`config.mk`:
```
export PLATFORM = sky130hd
export DESIGN_NAME = fu_arbiter
export DESIGN_NICKNAME = d
export VERILOG_FILES = /design/src/rtl/fu_arbiter.sv
export SDC_FILE = /design/constraint.sdc
export NUM_CORES = 1
export LEC_CHECK = 0
export CAP_MARGIN = 20
export CORE_MARGIN = 2
export CORE_UTILIZATION = 40
export DETAILED_ROUTE_END_ITERATION = 12
export GPL_TIMING_DRIVEN = 0
export PLACE_DENSITY_LB_ADDON = 0.15
export REMOVE_ABC_BUFFERS = 1
export SETUP_SLACK_MARGIN = 0.15
export SYNTH_ARGS = -nofsm -noshare
export SYNTH_HDL_FRONTEND = slang
export SYNTH_SLANG_ARGS = --single-unit
```
`constraint.sdc`:
```
create_clock -name clk -period 1.75 [get_ports clk]
set_clock_uncertainty 0.1 [all_clocks]
set_input_delay 0.35 -clock clk [delete_from_list [all_inputs] [get_ports clk]]
set_output_delay 0.35 -clock clk [all_outputs]
set_load 0.005 [all_outputs]
```
`src/rtl/fu_arbiter.sv`:
```
// fu_arbiter: shares one combinational function unit between two requesters.
// An accepted operation is latched, presented to the function unit for one
// cycle (EXEC), and its result is captured and held as a response (RESP)
// until the consumer takes it.
//
// Ports
//   clk, rst_n                 clock, asynchronous active-low reset
//   reqN_valid / reqN_ready    requester N handshake (N = 0, 1)
//   reqN_a, reqN_b, reqN_fs    requester N operands and function select
//   fu_a, fu_b, fu_fs          registered operands to the function unit
//   fu_s, fu_flags             function unit result and ZCNV flags
//   rsp_valid / rsp_ready      response handshake
//   rsp_id, rsp_s, rsp_flags   owner, result and flags of the response
//   rsp_err                    accepted fs was not a legal code
//   op_count                   completed response handshakes (wraps)
//
// Parameter
//   RR_EN  1 = round-robin between requesters, 0 = requester 0 always wins
module fu_arbiter #(
  parameter int unsigned RR_EN = 1
) (
  input  logic        clk,
  input  logic        rst_n,
  input  logic        req0_valid,
  output logic        req0_ready,
  input  logic [31:0] req0_a,
  input  logic [31:0] req0_b,
  input  logic [3:0]  req0_fs,
  input  logic        req1_valid,
  output logic        req1_ready,
  input  logic [31:0] req1_a,
  input  logic [31:0] req1_b,
  input  logic [3:0]  req1_fs,
  output logic [31:0] fu_a,
  output logic [31:0] fu_b,
  output logic [3:0]  fu_fs,
  input  logic [31:0] fu_s,
  input  logic [3:0]  fu_flags,
  output logic        rsp_valid,
  input  logic        rsp_ready,
  output logic        rsp_id,
  output logic [31:0] rsp_s,
  output logic [3:0]  rsp_flags,
  output logic        rsp_err,
  output logic [15:0] op_count
);

  typedef enum logic [1:0] {
    IDLE = 2'd0,
    EXEC = 2'd1,
    RESP = 2'd2
  } state_t;

  state_t      state_q, state_d;
  logic        prio_q, prio_d;
  logic [31:0] a_q, a_d;
  logic [31:0] b_q, b_d;
  logic [3:0]  fs_q, fs_d;
  logic        id_q, id_d;
  logic        err_q, err_d;
  logic        rsp_id_q, rsp_id_d;
  logic [31:0] rsp_s_q, rsp_s_d;
  logic [3:0]  rsp_flags_q, rsp_flags_d;
  logic        rsp_err_q, rsp_err_d;
  logic [15:0] op_count_q, op_count_d;

  logic        grant_id_s;
  logic        accept_s;
  logic [31:0] sel_a_s;
  logic [31:0] sel_b_s;
  logic [3:0]  sel_fs_s;

  // Set of function-select codes the function unit implements.
  function automatic logic fs_is_legal(input logic [3:0] fs);
    case (fs)
      4'b0000, 4'b0001, 4'b0010, 4'b0100, 4'b0110,
      4'b1000, 4'b1010, 4'b1011, 4'b1100, 4'b1110: return 1'b1;
      default:                                      return 1'b0;
    endcase
  endfunction

  // Arbitration: pick a winner and decide whether an accept happens this cycle.
  always_comb begin
    grant_id_s = 1'b0;
    if (req0_valid && req1_valid) begin
      grant_id_s = (RR_EN != 0) ? prio_q : 1'b0;
    end else if (req1_valid) begin
      grant_id_s = 1'b1;
    end else begin
      grant_id_s = 1'b0;
    end
    // rst_n gates the accept so both readys read 0 for the whole reset.
    accept_s = (state_q == IDLE) && (req0_valid || req1_valid) && rst_n;
    sel_a_s  = grant_id_s ? req1_a  : req0_a;
    sel_b_s  = grant_id_s ? req1_b  : req0_b;
    sel_fs_s = grant_id_s ? req1_fs : req0_fs;
  end

  // Next-state and datapath register updates.
  always_comb begin
    state_d     = state_q;
    prio_d      = prio_q;
    a_d         = a_q;
    b_d         = b_q;
    fs_d        = fs_q;
    id_d        = id_q;
    err_d       = err_q;
    rsp_id_d    = rsp_id_q;
    rsp_s_d     = rsp_s_q;
    rsp_flags_d = rsp_flags_q;
    rsp_err_d   = rsp_err_q;
    op_count_d  = op_count_q;
    case (state_q)
      IDLE: begin
        if (accept_s) begin
          state_d = EXEC;
          a_d     = sel_a_s;
          b_d     = sel_b_s;
          id_d    = grant_id_s;
          // An illegal code is replaced by 0000 so the unit never sees it.
          if (fs_is_legal(sel_fs_s)) begin
            fs_d  = sel_fs_s;
            err_d = 1'b0;
          end else begin
            fs_d  = 4'b0000;
            err_d = 1'b1;
          end
          if (RR_EN != 0) begin
            prio_d = ~grant_id_s;
          end else begin
            prio_d = prio_q;
          end
        end else begin
          state_d = IDLE;
        end
      end
      EXEC: begin
        state_d   = RESP;
        rsp_id_d  = id_q;
        rsp_err_d = err_q;
        if (err_q) begin
          rsp_s_d     = 32'd0;
          rsp_flags_d = 4'd0;
        end else begin
          rsp_s_d     = fu_s;
          rsp_flags_d = fu_flags;
        end
      end
      RESP: begin
        if (rsp_ready) begin
          state_d    = IDLE;
          op_count_d = op_count_q + 16'd1;
        end else begin
          state_d = RESP;
        end
      end
      default: begin
        state_d = IDLE;
      end
    endcase
  end

  // State and datapath registers with asynchronous reset.
  always_ff @(posedge clk or negedge rst_n) begin
    if (!rst_n) begin
      state_q     <= IDLE;
      prio_q      <= 1'b0;
      a_q         <= 32'd0;
      b_q         <= 32'd0;
      fs_q        <= 4'd0;
      id_q        <= 1'b0;
      err_q       <= 1'b0;
      rsp_id_q    <= 1'b0;
      rsp_s_q     <= 32'd0;
      rsp_flags_q <= 4'd0;
      rsp_err_q   <= 1'b0;
      op_count_q  <= 16'd0;
    end else begin
      state_q     <= state_d;
      prio_q      <= prio_d;
      a_q         <= a_d;
      b_q         <= b_d;
      fs_q        <= fs_d;
      id_q        <= id_d;
      err_q       <= err_d;
      rsp_id_q    <= rsp_id_d;
      rsp_s_q     <= rsp_s_d;
      rsp_flags_q <= rsp_flags_d;
      rsp_err_q   <= rsp_err_d;
      op_count_q  <= op_count_d;
    end
  end

  assign req0_ready = accept_s && !grant_id_s;
  assign req1_ready = accept_s && grant_id_s;
  assign fu_a       = a_q;
  assign fu_b       = b_q;
  assign fu_fs      = fs_q;
  assign rsp_valid  = (state_q == RESP);
  assign rsp_id     = rsp_id_q;
  assign rsp_s      = rsp_s_q;
  assign rsp_flags  = rsp_flags_q;
  assign rsp_err    = rsp_err_q;
  assign op_count   = op_count_q;

endmodule

```
Word-level counts from Yosys, hierarchy flattened:

Memory sizes are Yosys's and may differ from the RTL's.
Cells that the tools add are included.

* mux-type cells: 14
* $add $sub $neg: 1
* reductions and logical operators: 10
* bitwise logic cells: 1
* equal/unequal tests: 2

Operator list (number)
* 32-bit 2-to-1 mux: 3
* 16-bit by 1-bit adder with 16-bit output, second input constant: 1
* 4-bit 2-to-1 mux: 3
* 1-bit 2-to-1 mux: 6
* 2-bit case mux with 3 select lines: 1
* 1-bit logical AND: 5
* 2-bit AND reduction: 2
* 2-bit by 1-bit equality test with 1-bit output, second input constant: 1
* 2-bit equality test, second input constant: 1
* 2-bit zero test: 1
* 2-bit 2-to-1 mux: 1
* 1-bit zero test: 1
* 1-bit logical OR: 1
* 1-bit inverter: 1

* output and inout bits: 125
* memories: 1
* memory bits (read-only): 16
* word-level logic and storage cells: 41
* flip-flop bits (word level): 127
* bits of input ports: 177

Memory list
* (name not given): words 16, width 1, read ports 1, clocked after Yosys merged registers in 0, write ports 0, line 75 `case (fs)`

Longest topological paths before layout:

An unclocked memory read counts as a cell.

* word-level depth: 7
* depth in mapped cells: 7

Worst setup path after synthesis:

OpenSTA, ideal clock, no wires.

* path type: flip-flop to flip-flop
* start point: register op_count_q[0], in the netlist op_count[0]
* end point: register op_count_q[12], in the netlist op_count[12]
* slack: 0.230 ns
* path buffers: 0
* library setup time: 0.123 ns
* data required time: 1.527 ns
* arrival: 1.297 ns
* stages on the path, launching flop included: 6
* period minus slack after synthesis: 1.520 ns
* cells stage by stage: dfrtp_1 > ha_1 > nand3_1 > nor4_2 > nand4_1 > xnor2_1

* longest elaborated chain between the ends: 1

Ends and longest elaborated chain
* start: declaration: line 65 `logic [15:0] op_count_q, op_count_d;`
* start signal: assignment: line 190 `op_count_q <= op_count_d;`
* 16-bit by 1-bit adder with 16-bit output: line 152 `op_count_d = op_count_q + 16'd1;`

Every way passes these cells.
A chain may end at the register's enable or synchronous reset.

Worst setup path after layout:

* start point: register prio_q
* end point: output req0_ready

* longest elaborated chain between the ends: 3

Ends and longest elaborated chain
* start: declaration: line 55 `logic prio_q, prio_d;`
* start signal: assignment: line 180 `prio_q <= prio_d;`
* 1-bit 2-to-1 mux: line 85 `if (req0_valid && req1_valid) begin`
* 1-bit zero test: line 194 `assign req0_ready = accept_s && !grant_id_s;`
* 1-bit logical AND: line 194
* end: declaration: line 25 `output logic req0_ready,`

Every way passes these cells.

==> flow_summary.yaml <==
status:
  status: "complete, but fails checks"
  violations: "hold timing, setup timing"
finish:
  nFillCells: 897
  drive_gt1_share_pct: 23.1
  final_cells: 1205
  final_nets: 1190
  syn_to_final_growth_pct: 95.1
  antenna_cells: 0
  final_cell_area_um2: 11200
die:
  core_area_um2: 13900
  rows: 43
  start_util_pct: 41.1
  dieHeight_um: 124
  die-area_um2: 15300
  ios: 302
  fp.dieW_um: 124
power:
  power.total_mw: 15.1
  switching_share_pct: 32.9
  comb_power_share_pct: 42.7
  seqPwrFrac_pct: 33.0
  power_leakage_nw: 5.17
  max-vdd-ir-drop_v: 0.000792
  power.density_nw_per_um2: 1350
  power_switching_mw: 4.96
  p_int_mw: 10.1
  p_clk_share_pct: 24.3
synth:
  synth_seq_cells: 127
  ys_async_sr_fraction_pct: 100
  synth_edf_count: 0
  yosys_warnings: 0
  yosysSeqAreaShare_pct: 55.6
  syn_area_um2: 5720
  synthCells: 622
  ys_types: 39
  ys.flop_type: "dfrtp_1"
  avgSynthCellArea_um2: 9.20
cts:
  clk_pin_slew_ps: 60
  cts_tree: "done"
  cts_made_buffers: 17
  h-tree-depth: 4
  cts_buffer_depth: 2
  clk_latency_ps: 420
  root_buffer: "clkbuf_16"
  cts_hold_buf: 1
  clkSinkCount: 127
grt:
  grtUsageTotal_pct: 28.8
  grt_start_max_net_pins: 50
  gr-total-overflow: 0
  grt_pass1_wl_um: 32900
  antenna_found_initial: 0
  grt_pass1_vias: 6221
timing:
  timing.final.hold_violations: 46
  finalCritPeriodShare_pct: 112
  finalSetupViolCount: 78
  maxSlewHeadroom_pct: 63.5
  holdWs_ps: -313
  slew_viol_final: 0
  max_freq_ghz: 0.511
  worst_slew_pin_slew_ps: 548
  rsz0062_at_grt: "true"
  period_needed_ps: 1960
  fin_ws_ps: -205
place:
  port-buffer-count: 301
  gp_congestion: 0.767
  placed_cell_area_um2: 8850
  dp_cells: 1067
  place_ws_ps: -1370
  dp_hpwl_um: 12600
job:
  cap_violations: 0
setup_path:
  critPathCaptureType: "output port"
  start_kind: "flop"
  rrSetupSlack_ps: -140
  crit_type: "flop to output port"
  startpoint: "prio_q$_DFFE_PN0P_"
  crit_required_ps: 1300
  crit_fanout: 3
  r2r-start: "state_q[0]$_DFF_PN0_"
  worstPathArrival_ps: 1510
route:
  vias: 6457
  drtIter0Drc: 408
  wl_um: 24600
  viasPerCell: 5.36
  drcViolationCount: 0
  drt_pass1_iterations: 6
  wl_per_cell_um: 20.5
  ant_nets: 0
worst_hold_path:
  hold_class: "input port to async pin"
cell usage after synthesis, types with 2 or more instances:
cell,instances,share of area (%)
buf_2,15,1.3
a31o_1,2,0.31
nor3_1,2,0.17
a31oi_1,64,7.0
buf_4,5,0.66
nor2b_1,2,0.22
and2b_1,2,0.26
nor2_1,73,4.8
nand2b_1,40,4.4
clkbuf_1,15,0.98
nand2_1,172,11
a21oi_1,4,0.35
xor2_1,8,1.2
and2_1,4,0.44
o21ai_0,37,3.2
nand3_1,6,0.52
buf_6,6,1.2
mux2_2,6,1.2
a221o_1,2,0.35
inv_1,2,0.13
dfrtp_1,127,56
xnor2_1,9,1.4
nand4_1,3,0.33
power groups by stage:
| stage | Clock, mW | Sequential (mW) | Combinational, mW |
|---|---|---|---|
| floorplan | 0 | 4.98 | 1.66 |
| global placement | 0 | 4.90 | 5.11 |
| detailed placement | 0 | 4.97 | 5.24 |
| CTS | 3.68 | 4.84 | 5.40 |
| global route | 3.83 | 5.13 | 6.96 |
| finish | 3.67 | 4.98 | 6.45 |
critical path, stage by stage (launching register included):
cell and delay, ps:
dfrtp_1 380, and2b_2 260, nor2_4 170, buf_12 120
nor2_2 30, buf_2 130
flip-flops by register name, indices dropped and copies added, names as in the netlist:
register / count
id_q: 1
rsp_flags: 4
prio_q: 1
op_count: 16
rsp_err: 1
rsp_s: 32
fu_fs: 4
err_q: 1
fu_a: 32
rsp_id: 1
fu_b: 32
state_q: 2
cells by family (layout without fill, tap and decap cells):
logic type,Yosys count,after routing,synth area share [%]
and+or+nand+nor,312,315,24.1
DFF,127,127,55.6
AOI/OAI and AO/OA,115,115,12.0
buffers and inverters,44,444,4.33
xor gates and xnor gates,17,17,2.60
muxes,6,6,1.18
adders and majority gates,1,1,0.219
layer usage:
| metal | vias to the layer above | part of all wire [%] | wire [um] | GRT usage (%) |
|---|---|---|---|---|
| li1 | 2878 | - | - | - |
| met1 | 3161 | 35 | 8730 | 31.4 |
| met2 | 329 | 51 | 12500 | 50.9 |
| met3 | 89 | 9.0 | 2220 | 8.70 |
| met4 | 0 | 4.7 | 1150 | 14.2 |
| met5 | - | 0 | 0 | 0 |
layout by cell type, fill, tap and decap left out, types with 6 or more instances in the layout:
master,Yosys,layout
clkbuf_16,0,28
o21ai_1,1,25
buf_8,0,8
buf_6,6,13
o21ai_2,0,6
buf_12,0,12
xor2_1,8,7
a31oi_1,64,61
nor2_1,73,30
buf_16,0,10
nand2_2,0,8
nand2_1,172,162
o21ai_0,37,7
nor2_4,1,7
nor2_2,0,38
buf_4,5,48
dlygate4sd2_1,0,123
nand2b_1,40,38
clkdlybuf4s50_1,0,173
xnor2_1,9,7
dfrtp_1,127,123
area by class of cell:
class                           count  area, um^2  area share [%]
Inverter                            3        27.5           0.247
Multi-Input combinational cell    454        2700            24.2
Clock inverter                     10         135            1.21
Clock buffer                       22         474            4.25
Timing Repair inverter              3        33.8           0.303
Timing Repair Buffer              406        4380            39.3
Tap cell                          180         225            2.02
Sequential cell                   127        3180            28.5
final timing paths:
path	endpoint	depth (start not counted)
setup / recovery	req0_ready	5
hold / removal	op_count[5]$_DFFE_PN0P_	1
setup reg to reg	fu_a[7]$_DFFE_PN0P_	10
hold reg to reg	rsp_s[26]$_DFFE_PN0N_	2
max in group asynchronous	fu_b[5]$_DFFE_PN0P_	4
min in group clk	rsp_s[26]$_DFFE_PN0N_	2
stage by stage:
step           util [%]  setup TNS (ps)
2_1_floorplan         -          -54180
3_3_place_gp       62.6        -1187710
3_5_place_dp       63.5          -84330
4_1_cts            73.2           -3930
5_1_grt            80.1          -14910
6_report           80.1           -7210
repair_timing:
item	4_1_cts	5_1_grt
pin swaps	12	18
setup endpoints to repair	203	120
gates cloned	15	15
setup buffers	45	29
endpoints found under the hold margin	66	46
gates resized for setup	179	149
No activity file was read; power rests on OpenSTA's default activity.
